## config.mk

```make
export PLATFORM = sky130hd
export DESIGN_NAME = iob_plic_mt
export DESIGN_NICKNAME = d
export VERILOG_FILES = /design/src/rtl/iob_plic_mt.sv
export SDC_FILE = /design/constraint.sdc
export NUM_CORES = 1
export LEC_CHECK = 0
export ABC_CLOCK_PERIOD_IN_PS = 14600
export CAP_MARGIN = 20
export CORE_UTILIZATION = 30
export CTS_CLUSTER_SIZE = 10
export DETAILED_ROUTE_END_ITERATION = 10
export GPL_TIMING_DRIVEN = 0
export PLACE_DENSITY = 0.56
export SLEW_MARGIN = 15
export SYNTH_ARGS = -nofsm -noshare
export SYNTH_HDL_FRONTEND = slang
export SYNTH_SLANG_ARGS = --single-unit
```

## constraint.sdc

```tcl
create_clock -name clk -period 14.6 [get_ports clk]
set_input_delay 1.46 -clock clk [delete_from_list [all_inputs] [get_ports clk]]
set_output_delay 1.46 -clock clk [all_outputs]
set_load 0.1 [all_outputs]
```

## src/rtl/iob_plic_mt.sv

```systemverilog
// iob_plic_mt: multi-target platform-level interrupt controller with an
// IOb native slave port.
//
// Ports:
//   clk, rst       single rising-edge clock, synchronous active-low reset
//   valid, address, wdata, wstrb
//                  IOb request; any wstrb bit set = write, all zero = read
//   rdata, ready   registered response, ready high for one cycle per request
//   src            interrupt inputs (bit i is source ID i+1), synchronous to clk
//   irq            one registered interrupt request per target
//
// Register map (byte offsets):
//   0x0000+4*ID     source priority
//   0x0400          pending vector (read-only, bit ID)
//   0x0480          mode vector (1 = edge, 0 = level)
//   0x0800+0x80*t   enable mask of target t
//   0x1000+0x100*t  threshold of target t
//   0x1004+0x100*t  claim (read) / complete (write) of target t
module iob_plic_mt #(
  parameter int ADDR_W            = 16,
  parameter int DATA_W            = 32,
  parameter int SOURCES           = 8,
  parameter int TARGETS           = 2,
  parameter int PRIORITIES        = 8,
  parameter int MAX_PENDING_COUNT = 8
) (
  input  logic                clk,
  input  logic                rst,
  input  logic                valid,
  input  logic [ADDR_W-1:0]   address,
  input  logic [DATA_W-1:0]   wdata,
  input  logic [DATA_W/8-1:0] wstrb,
  output logic [DATA_W-1:0]   rdata,
  output logic                ready,
  input  logic [SOURCES-1:0]  src,
  output logic [TARGETS-1:0]  irq
);

  localparam int PRIO_W = $clog2(PRIORITIES);
  localparam int CNT_W  = $clog2(MAX_PENDING_COUNT + 1);
  localparam logic [CNT_W-1:0] CNT_MAX = CNT_W'(MAX_PENDING_COUNT);

  // Per-source state, indexed by source ID (1..SOURCES).
  logic [PRIO_W-1:0]  prio    [1:SOURCES];
  logic [CNT_W-1:0]   cnt     [1:SOURCES];
  logic [CNT_W-1:0]   cnt_nxt [1:SOURCES];
  logic [SOURCES:1]   mode, ins, pend;
  logic [SOURCES:1]   mode_nxt, ins_nxt, pend_nxt;
  logic [SOURCES-1:0] src_q;

  // Per-target state.
  logic [SOURCES:1]   en   [TARGETS];
  logic [PRIO_W-1:0]  thr  [TARGETS];
  logic [4:0]         cand [TARGETS];

  // Address decode.
  logic       wr_req, rd_req;
  logic [4:0] a_id;
  logic [2:0] a_te, a_tc;
  logic       sel_prio, sel_pend, sel_mode, sel_en, sel_thr, sel_clm;

  always_comb begin
    wr_req   = valid & (|wstrb);
    rd_req   = valid & ~(|wstrb);
    a_id     = address[6:2];
    a_te     = address[9:7];
    a_tc     = address[10:8];
    sel_prio = (address[ADDR_W-1:7] == '0) && (address[1:0] == 2'b00) &&
               (a_id != 5'd0) && (int'(a_id) <= SOURCES);
    sel_pend = (address == ADDR_W'('h400));
    sel_mode = (address == ADDR_W'('h480));
    sel_en   = (address[ADDR_W-1:10] == (ADDR_W-10)'(2)) && (address[6:0] == 7'd0) &&
               (int'(a_te) < TARGETS);
    sel_thr  = (address[ADDR_W-1:11] == (ADDR_W-11)'(2)) && (address[7:0] == 8'h00) &&
               (int'(a_tc) < TARGETS);
    sel_clm  = (address[ADDR_W-1:11] == (ADDR_W-11)'(2)) && (address[7:0] == 8'h04) &&
               (int'(a_tc) < TARGETS);
  end

  // Claim / complete for the addressed target.
  logic             clm_fire, cmp_fire;
  logic [4:0]       clm_id, cmp_id;
  logic [SOURCES:1] cmp_en;

  always_comb begin
    clm_id = '0;
    cmp_en = '0;
    for (int unsigned t = 0; t < TARGETS; t++) begin
      if (a_tc == 3'(t)) begin
        clm_id = cand[t];
        cmp_en = en[t];
      end
    end
    clm_fire = rd_req & sel_clm;
    cmp_fire = wr_req & sel_clm & (wdata[DATA_W-1:5] == '0);
    cmp_id   = wdata[4:0];
  end

  // Gateways: next in-service, counter and pending state. Pending is
  // registered from the next-state values so a claim or complete is reflected
  // in arbitration on the cycle right after it is accepted.
  always_comb begin
    logic inc, dec;
    mode_nxt = mode;
    if (wr_req && sel_mode) mode_nxt = wdata[SOURCES:1];
    ins_nxt  = ins;
    pend_nxt = '0;
    for (int unsigned i = 1; i <= SOURCES; i++) begin
      inc        = src[i-1] & ~src_q[i-1];
      dec        = clm_fire && (clm_id == 5'(i)) && (cnt[i] != '0);
      cnt_nxt[i] = cnt[i];
      if (clm_fire && (clm_id == 5'(i)))
        ins_nxt[i] = 1'b1;
      if (cmp_fire && (cmp_id == 5'(i)) && ins[i] && cmp_en[i])
        ins_nxt[i] = 1'b0;
      // A mode change restarts the edge count; level sources never count.
      if ((mode_nxt[i] != mode[i]) || !mode[i])
        cnt_nxt[i] = '0;
      else if (inc && !dec)
        cnt_nxt[i] = (cnt[i] == CNT_MAX) ? cnt[i] : cnt[i] + 1'b1;
      else if (dec && !inc)
        cnt_nxt[i] = cnt[i] - 1'b1;
      pend_nxt[i] = mode_nxt[i] ? ((cnt_nxt[i] != '0) && !ins_nxt[i])
                                : (src[i-1] && !ins_nxt[i]);
    end
  end

  // Arbitration: strict '>' while scanning upward keeps the lowest ID on ties
  // and starting from the threshold enforces priority > threshold.
  always_comb begin
    logic [PRIO_W-1:0] best;
    for (int unsigned t = 0; t < TARGETS; t++) begin
      best    = thr[t];
      cand[t] = '0;
      for (int unsigned i = 1; i <= SOURCES; i++) begin
        if (pend[i] && en[t][i] && (prio[i] > best)) begin
          best    = prio[i];
          cand[t] = 5'(i);
        end
      end
    end
  end

  // Read mux.
  logic [DATA_W-1:0] rd_val;

  always_comb begin
    rd_val = '0;
    if (sel_prio) begin
      for (int unsigned i = 1; i <= SOURCES; i++)
        if (a_id == 5'(i)) rd_val = DATA_W'(prio[i]);
    end else if (sel_pend) begin
      rd_val[SOURCES:1] = pend;
    end else if (sel_mode) begin
      rd_val[SOURCES:1] = mode;
    end else if (sel_en) begin
      for (int unsigned t = 0; t < TARGETS; t++)
        if (a_te == 3'(t)) rd_val[SOURCES:1] = en[t];
    end else if (sel_thr) begin
      for (int unsigned t = 0; t < TARGETS; t++)
        if (a_tc == 3'(t)) rd_val = DATA_W'(thr[t]);
    end else if (sel_clm) begin
      rd_val = DATA_W'(clm_id);
    end
  end

  always_ff @(posedge clk) begin
    if (!rst) begin
      ready <= 1'b0;
      rdata <= '0;
      irq   <= '0;
      mode  <= '0;
      ins   <= '0;
      pend  <= '0;
      src_q <= '0;
      for (int unsigned i = 1; i <= SOURCES; i++) begin
        prio[i] <= '0;
        cnt[i]  <= '0;
      end
      for (int unsigned t = 0; t < TARGETS; t++) begin
        en[t]  <= '0;
        thr[t] <= '0;
      end
    end else begin
      ready <= valid;
      rdata <= rd_req ? rd_val : '0;
      src_q <= src;
      mode  <= mode_nxt;
      ins   <= ins_nxt;
      pend  <= pend_nxt;
      for (int unsigned i = 1; i <= SOURCES; i++) begin
        cnt[i] <= cnt_nxt[i];
        if (wr_req && sel_prio && (a_id == 5'(i)))
          prio[i] <= wdata[PRIO_W-1:0];
      end
      for (int unsigned t = 0; t < TARGETS; t++) begin
        if (wr_req && sel_en && (a_te == 3'(t)))
          en[t] <= wdata[SOURCES:1];
        if (wr_req && sel_thr && (a_tc == 3'(t)))
          thr[t] <= wdata[PRIO_W-1:0];
        irq[t] <= (cand[t] != '0);
      end
    end
  end

endmodule

```

==> results of run 1 <==
[path summary, 6_finish.rpt]
check,startpoint,end,cells after the start
max,thr[0][4],pend[6],61
max reg2reg,thr[0][4],pend[6],61
min reg2reg,mode[2],mode[2],2
min,mode[2],mode[2],2
[area by class of cell]
type                       instances  area [µm²]
timing repair buffer              82         801
fill                            3090       18600
clock buffer                      23         520
buffer                            56         304
sequential                       122        2900
tap                              390         488
multi-input combinational        898        5950
inverter                          54         203
clock inverter                     9        70.1
[critical path: cells and delay by family (launching register included)]
family | cells | cell delay (ps)
multiplexers | 3 | 910
AND/OR/NAND/NOR | 21 | 4290
XOR/XNOR | 1 | 150
flip-flops | 1 | 440
AO/OA/AOI/OAI | 25 | 5320
adder cells (fa/ha/maj) | 8 | 2250
buffers and inverters | 3 | 330
[cells by family (layout without fill, tap and decap cells)]
group / after synthesis / count (layout) / share of synthesized area [%]
other: 1 / 23 / 0.0409
xor gates and xnor gates: 20 / 20 / 1.91
and+or+nand+nor: 471 / 471 / 25.7
DFF: 122 / 122 / 31.7
muxes: 62 / 62 / 7.13
buffers and inverters: 111 / 224 / 5.57
adders and majority gates: 51 / 51 / 6.91
AOI/OAI and AO/OA: 271 / 271 / 21.0
[registers in the layout, summed over array words and instances (netlist names)]
name,flops
thr,6
mode,8
cnt,32
src_q,8
pend,8
ready,1
irq,2
ins,8
prio,24
rdata,9
en,16
[what timing repair did]
action                     CTS  global route
setup endpoints to repair   38            45
gates resized for setup      6            16
pin swaps                    1             4
buffers inserted             1             7
[metal layers]
metal	routed length [µm]	vias to the layer above	track usage, %
met5	0	-	0
met4	884	0	7.79
met3	1740	57	3.31
met2	13600	301	31.1
met1	13100	4145	24.2
li1	-	4284	-
[cell usage in the layout (no fill, tap or decap), types with 15 or more instances in the layout]
| cell | instances |
|---|---|
| sky130_fd_sc_hd__nand2_1 | 93 |
| sky130_fd_sc_hd__ha_1 | 49 |
| sky130_fd_sc_hd__clkbuf_1 | 29 |
| sky130_fd_sc_hd__mux2i_1 | 44 |
| sky130_fd_sc_hd__dfxtp_1 | 76 |
| sky130_fd_sc_hd__clkbuf_16 | 19 |
| sky130_fd_sc_hd__o21ai_0 | 55 |
| sky130_fd_sc_hd__and3_1 | 23 |
| sky130_fd_sc_hd__conb_1 | 23 |
| sky130_fd_sc_hd__xnor2_1 | 16 |
| sky130_fd_sc_hd__nor2_1 | 132 |
| sky130_fd_sc_hd__inv_1 | 54 |
| sky130_fd_sc_hd__mux2_2 | 16 |
| sky130_fd_sc_hd__nor2b_1 | 31 |
| sky130_fd_sc_hd__a211oi_1 | 15 |
| sky130_fd_sc_hd__nand3_1 | 33 |
| sky130_fd_sc_hd__buf_4 | 33 |
| sky130_fd_sc_hd__edfxtp_1 | 46 |
| sky130_fd_sc_hd__nand2b_1 | 27 |
| sky130_fd_sc_hd__clkdlybuf4s50_1 | 74 |
| sky130_fd_sc_hd__a21oi_1 | 54 |
| sky130_fd_sc_hd__nor3_1 | 24 |
| sky130_fd_sc_hd__and2_1 | 33 |
| sky130_fd_sc_hd__nor4_1 | 17 |
[stage by stage]
stage / instance area [µm²] / std cells / setup WS (ps)
after floorplan: 9240 / 1131 / 1710
after global placement: 10500 / 1595 / -581
after detailed placement: 10500 / 1595 / -739
after CTS: 11100 / 1628 / 44.2
after global routing: 11200 / 1634 / -19.4
final: 11200 / 1634 / 778
[power by group through the flow]
stage          Sequential [mW]  Clock [mW]  Combinational (mW)
2_1_floorplan            0.383           0               0.132
3_3_place_gp             0.381           0               0.190
3_5_place_dp             0.382           0               0.192
4_1_cts                  0.374       0.438               0.195
5_1_grt                  0.376       0.448               0.219
6_report                 0.375       0.434               0.202
==> reports/summary.log, run 1 <==
qor: clocking.clock_tree.root_cell sky130_fd_sc_hd__clkbuf_16
qor: floorplanning.die_w 177 µm
qor: critical_path.timing.critical_path.arrival 14160 ps
qor: synthesis.yosysUniqueCellTypes 82
qor: power.total_switching_power 319 µW
qor: floorplanning.core_region_area 0.0298 mm²
qor: synthesis.synth-edff-count 46
qor: sta.final.setup_skew 13.1 ps
qor: sta.fmax 72.3 MHz
qor: grt.grt_usage 18.9%
qor: clocking.clk_pin_slew 70 ps
qor: place.buffer_ports.inserted 74
qor: synthesis.yosys_register_bits 122
qor: floorplanning.start_util 30.7%
qor: sta.post_route_setup_tns 0 ps
qor: grt.largest_net_degree_at_the_start_of_global_routing 17
qor: routing.initialDrtViolationCount 623
qor: critical_path.reg2reg_slack 780 ps
qor: clocking.tritoncts built
qor: sta.timing.final.crit_share 94.7%
qor: power.switching_share 31.6%
qor: final_layout.finish.utilization 37.7%
qor: floorplanning.top_level_port_count 98
qor: floorplanning.placement_rows 63
qor: final_layout.antennaDiodeCount 0
qor: synthesis.mappedNetlistArea 0.00916 mm²
qor: min_path.holdCritPathClass reg2reg
qor: synthesis.yosys.cell_count.top_type sky130_fd_sc_hd__nor2_1
qor: power.comb_power_share 20.0%
qor: power.power.density_cell_area 89.9 mW/mm²
qor: final_layout.post_route_cells_drive_above_1_share 10.1%
qor: routing.drt-total-wl 29300 µm
qor: clocking.htree_levels 4
qor: synthesis.syn-mean-instance-area 8.26 µm²
qor: sta.finalHoldWorstSlack 514 ps
qor: critical_path.cp_slowest_stage_delay 520 ps
qor: sta.setup_viol 0
qor: power.p_leak 4.23 nW
qor: synthesis.synth.yosys.seq_area_share 31.7%
qor: power.power_after_layout 1.01 mW
qor: place.gp_congestion 0.933
qor: critical_path.crit_path_end_kind flip-flop
qor: grt.globalRouteOverflowTotal 0
qor: routing.number_of_antenna_violating_nets_in_the_routed_design 0
qor: synthesis.postSynthCellCount 1109
qor: grt.antenna_found_initial 0
qor: sta.max-slew-margin-rel 32.9%
qor: critical_path.cpMostUsedCell sky130_fd_sc_hd__ha_1
qor: sta.finalMaxSlewViolations 0
qor: synthesis.synth_top_flop_cell sky130_fd_sc_hd__dfxtp_1
qor: status.run_status finished clean
qor: critical_path.cp-start-kind flip-flop
qor: synthesis.synth_top_area_cell sky130_fd_sc_hd__dfxtp_1
qor: synthesis.synth.top_cells.by_area sky130_fd_sc_hd__dfxtp_1 (17%), sky130_fd_sc_hd__edfxtp_1 (15%), sky130_fd_sc_hd__ha_1 (6.7%)
qor: critical_path.required_worst_endpoint 14930 ps
qor: job.cap_violations 0
qor: power.power.share.clock 43.0%
qor: synthesis.synth_async_sr_flop_share 0%
qor: clocking.clkLatencyLatePin 440 ps
qor: sta.finalHoldViolations 0
qor: critical_path.cp_max_fo 10
qor: power.seq_power_share 37.1%
qor: final_layout.flow.area_growth_from_synthesis 22.7%
qor: routing.drt_drc_violations_left 0
qor: floorplanning.die_area 0.0312 mm²
qor: grt.grt_first_pass_wirelength 44900 µm
qor: power.cellInternalPower 691 µW
qor: critical_path.critical_path.slowest_cell sky130_fd_sc_hd__or4_1
qor: routing.drt-pass1-iter-count 5
qor: grt.via_count_of_the_first_global_routing_pass 8307
qor: power.peakVddDrop 0.0000691 V
qor: floorplanning.die_h 177 µm
qor: routing.post_drt_wl_per_cell 17.9 µm
qor: clocking.cts_num_sinks 122
qor: critical_path.timing.setup.critical_path_class reg2reg
qor: routing.vias 8787
qor: place.detailed_placement_wirelength_estimate 22900 µm
qor: clocking.cts_hold_repair.buffers 0
qor: clocking.tritoncts_buffers 17
qor: sta.finalWorstPathRequiredPeriod 13820 ps
qor: synthesis.yosys-top-cells-count sky130_fd_sc_hd__nor2_1 (133), sky130_fd_sc_hd__nand2_1 (93), sky130_fd_sc_hd__dfxtp_1 (76)
qor: clocking.max-clock-path-buffers 2
qor: sta.tightestPinTransition 1000 ps
qor: synthesis.synth_largest_type_area_fraction 16.6%
qor: routing.avgViaCountPerCell 5.38
qor: final_layout.finalNetCount 1343
qor: synthesis.synthesis_warning_total 0
Power figures use the tool's default switching activity.
==> run 2: changes to the inputs <==
--- a/config.mk
+++ b/config.mk
@@ -5,7 +5,7 @@
 export SDC_FILE = /design/constraint.sdc
 export NUM_CORES = 1
 export LEC_CHECK = 0
-export ABC_CLOCK_PERIOD_IN_PS = 14600
+export ABC_CLOCK_PERIOD_IN_PS = 15600
 export CAP_MARGIN = 20
 export CORE_UTILIZATION = 30
 export CTS_CLUSTER_SIZE = 10
==> constraint.sdc (replaced) <==
create_clock -name clk -period 15.6 [get_ports clk]
set_input_delay 1.56 -clock clk [delete_from_list [all_inputs] [get_ports clk]]
set_output_delay 1.56 -clock clk [all_outputs]
set_load 0.1 [all_outputs]
==> run 2 against run 1 <==
  * Largest cell class unchanged
  * Die area did not move
  * Worst hold slack got worse by 4.9 ps
  * Clock power fell by 6.2%
  * Wire length barely moved
  * Count of clock-buffer cells in the layout did not move
  * Setup slack improved by 310 ps
  * Combinational power fell by 7%
  * Total power fell by 6.5%
  * Critical endpoint unchanged
  * Non-clock buffer count fell by 3
  * Fmax fell by 4.8%
==> reports/summary.log, run 2 (synthesis gave the netlist of run 1 again) <==
qor: sta.finalMaxSlewViolations 0 [unchanged]
qor: final_layout.antennaDiodeCount 0 [unchanged]
qor: place.buffer_ports.inserted 74 [unchanged]
qor: sta.tightestPinTransition 1010 ps [+12.2 ps]
qor: place.detailed_placement_wirelength_estimate 22900 µm [unchanged]
qor: final_layout.finalNonFillerCells 1631 [-0.18%]
qor: critical_path.cpMostUsedCell sky130_fd_sc_hd__ha_1
qor: clocking.clock_tree.root_cell sky130_fd_sc_hd__clkbuf_16
qor: clocking.tritoncts_buffers 17 [unchanged]
qor: critical_path.cp-start-kind flip-flop
qor: floorplanning.die_h 177 µm [unchanged]
qor: grt.via_count_of_the_first_global_routing_pass 8293 [-0.17%]
qor: min_path.holdCritPathClass reg2reg
qor: power.p_leak 4.20 nW [-0.69%]
qor: place.dpl.cell_count 1595 [unchanged]
qor: sta.finalHoldViolations 0 [unchanged]
qor: power.power_after_layout 945 µW [-6.5%]
qor: sta.grt_setup_unrepaired false
qor: final_layout.flow.area_growth_from_synthesis 21.7%
qor: critical_path.crit_path_end_kind flip-flop
qor: sta.setup_viol 0 [unchanged]
qor: job.cap_violations 0 [unchanged]
qor: clocking.htree_levels 4 [unchanged]
qor: critical_path.required_worst_endpoint 15930 ps [+1000 ps]
qor: place.gp_congestion 0.933 [unchanged]
qor: grt.grt_first_pass_wirelength 44800 µm [-0.20%]
qor: sta.post_route_setup_tns 0 ps [unchanged]
qor: sta.finalWorstPathRequiredPeriod 14510 ps [+690 ps]
qor: critical_path.timing.setup.critical_path_class reg2reg
qor: critical_path.critical_path.slowest_cell sky130_fd_sc_hd__edfxtp_1
qor: routing.drt-total-wl 29200 µm [about the same]
qor: grt.largest_net_degree_at_the_start_of_global_routing 17 [unchanged]
qor: sta.max-slew-margin-rel 32.1% [-0.82 points]
qor: sta.setup_slack 1090 ps [+310 ps]
qor: final_layout.final_common_cell sky130_fd_sc_hd__nor2_1
qor: sta.final.setup_skew 15.1 ps [+1.97 ps]
qor: sta.fmax 68.9 MHz [-4.8%]
qor: routing.avgViaCountPerCell 5.37 [-0.16%]
qor: grt.antenna_found_initial 0 [unchanged]
qor: clocking.tritoncts built
qor: final_layout.final_cell_mix sky130_fd_sc_hd__nor2_1 (132), sky130_fd_sc_hd__nand2_1 (93), sky130_fd_sc_hd__dfxtp_1 (76)
qor: routing.initialDrtViolationCount 573 [-8.0%]
qor: critical_path.cp_max_fo 10 [unchanged]
qor: floorplanning.die_area 0.0312 mm² [unchanged]
qor: routing.number_of_antenna_violating_nets_in_the_routed_design 0 [unchanged]
qor: power.power.density_cell_area 84.8 mW/mm² [-5.7%]
qor: routing.post_drt_wl_per_cell 17.9 µm [+0.15%]
qor: routing.drt-pass1-iter-count 5 [unchanged]
qor: floorplanning.placement_rows 63 [unchanged]
qor: floorplanning.core_region_area 0.0298 mm² [unchanged]
qor: status.run_status finished clean
qor: final_layout.finalNetCount 1340 [-0.22%]
qor: floorplanning.die_w 177 µm [unchanged]
qor: final_layout.fillers 3095 [+0.16%]
qor: clocking.cts_num_sinks 122 [unchanged]
qor: final_layout.post_route_cells_drive_above_1_share 9.19% [-0.94 points]
qor: floorplanning.start_util 30.7% [unchanged]
qor: place.preCtsSetupSlack 261 ps [+1000 ps]
qor: critical_path.cp_slowest_stage_delay 530 ps [about the same]
qor: grt.globalRouteOverflowTotal 0 [unchanged]
qor: routing.vias 8757 [-0.34%]
qor: final_layout.reg_top3 cnt x32, prio x24, en x16
qor: final_layout.largest_register_ffs 32 [unchanged]
qor: grt.grt_usage 18.8% [-0.032 points]
qor: clocking.clk_pin_slew 60 ps [about the same]
qor: clocking.clkLatencyLatePin 440 ps [about the same]
qor: critical_path.timing.critical_path.arrival 14840 ps [+680 ps]
qor: sta.timing.final.crit_share 93.0% [-1.6 points]
qor: clocking.max-clock-path-buffers 2 [unchanged]
qor: final_layout.largest-register cnt
qor: power.peakVddDrop 0.0000641 V [-7.2%]
qor: routing.drt_drc_violations_left 0 [unchanged]
qor: floorplanning.top_level_port_count 98 [unchanged]
[run 2: cell types whose count changed in the layout (fill, tap and decap cells not counted), sizes merged]
| cell | previous run | this run |
|---|---|---|
| buf | 36 | 32 |
| clkbuf | 51 | 52 |
[run 2: final timing paths]
check              from  endpoint  slack, ps  depth (start not counted)
max          prio[0][4]   pend[6]       1090                         63
min             mode[2]   mode[2]        510                          2
max reg2reg  prio[0][4]   pend[6]       1090                         63
min reg2reg     mode[2]   mode[2]        510                          2
[run 2: repair_timing]
action,4_1_cts,5_1_grt
endpoints found under the hold margin,0,0
hold buffers,0,0
resized for setup,0,9
setup buffers,0,4
endpoints found under the setup margin,0,41
[run 2: metal layers]
metal	up-vias	track usage [%]	wire, µm
met5	-	0	0
met4	0	7.94	923
met3	50	3.31	1810
met2	300	30.9	13600
met1	4129	24.2	12900
li1	4278	-	-
[run 2: worst max-delay path: cells and delay by family (launching register included)]
kind / cells / cell delay, ps
XOR/XNOR: 1 / 150
AND/OR/NAND/NOR: 22 / 3890
AO/OA/AOI/OAI: 26 / 6220
buffers and inverters: 4 / 580
flip-flops: 1 / 530
adder cells (fa/ha/maj): 8 / 2450
multiplexers: 2 / 570
[run 2: area by class of cell]
type / instances / area [µm²] / share of cell area, %
clock inverter: 9 / 70.1 / 0.629
sequential: 122 / 2900 / 26.0
multi-input combinational: 898 / 5880 / 52.8
inverter: 54 / 203 / 1.82
timing repair buffer: 78 / 771 / 6.92
buffer: 57 / 308 / 2.76
tap: 390 / 488 / 4.38
clock buffer: 23 / 520 / 4.67
[run 2: power by group]
part           internal, mW  switching, mW
clock                 0.237          0.169
sequential            0.339         0.0113
combinational        0.0701          0.117
total                 0.647          0.298
[run 2: stage by stage]
| step | cell area [µm²] | hold WS (ps) | utilization (%) |
|---|---|---|---|
| 2_1_floorplan | 9240 | 458 | - |
| 6_report | 11100 | 509 | 37.4 |
| 4_1_cts | 11100 | 505 | 37.1 |
| 5_1_grt | 11100 | 547 | 37.4 |
| 3_5_place_dp | 10500 | 497 | 35.1 |
| 3_3_place_gp | 10500 | 483 | 35.1 |
==> run 3: changes to the inputs <==
--- a/config.mk
+++ b/config.mk
@@ -16,3 +16,4 @@
 export SYNTH_ARGS = -nofsm -noshare
 export SYNTH_HDL_FRONTEND = slang
 export SYNTH_SLANG_ARGS = --single-unit
+export TNS_END_PERCENT = 5
==> results of run 3 <==
Final layout, timing and power as in run 2 (identical DEF).
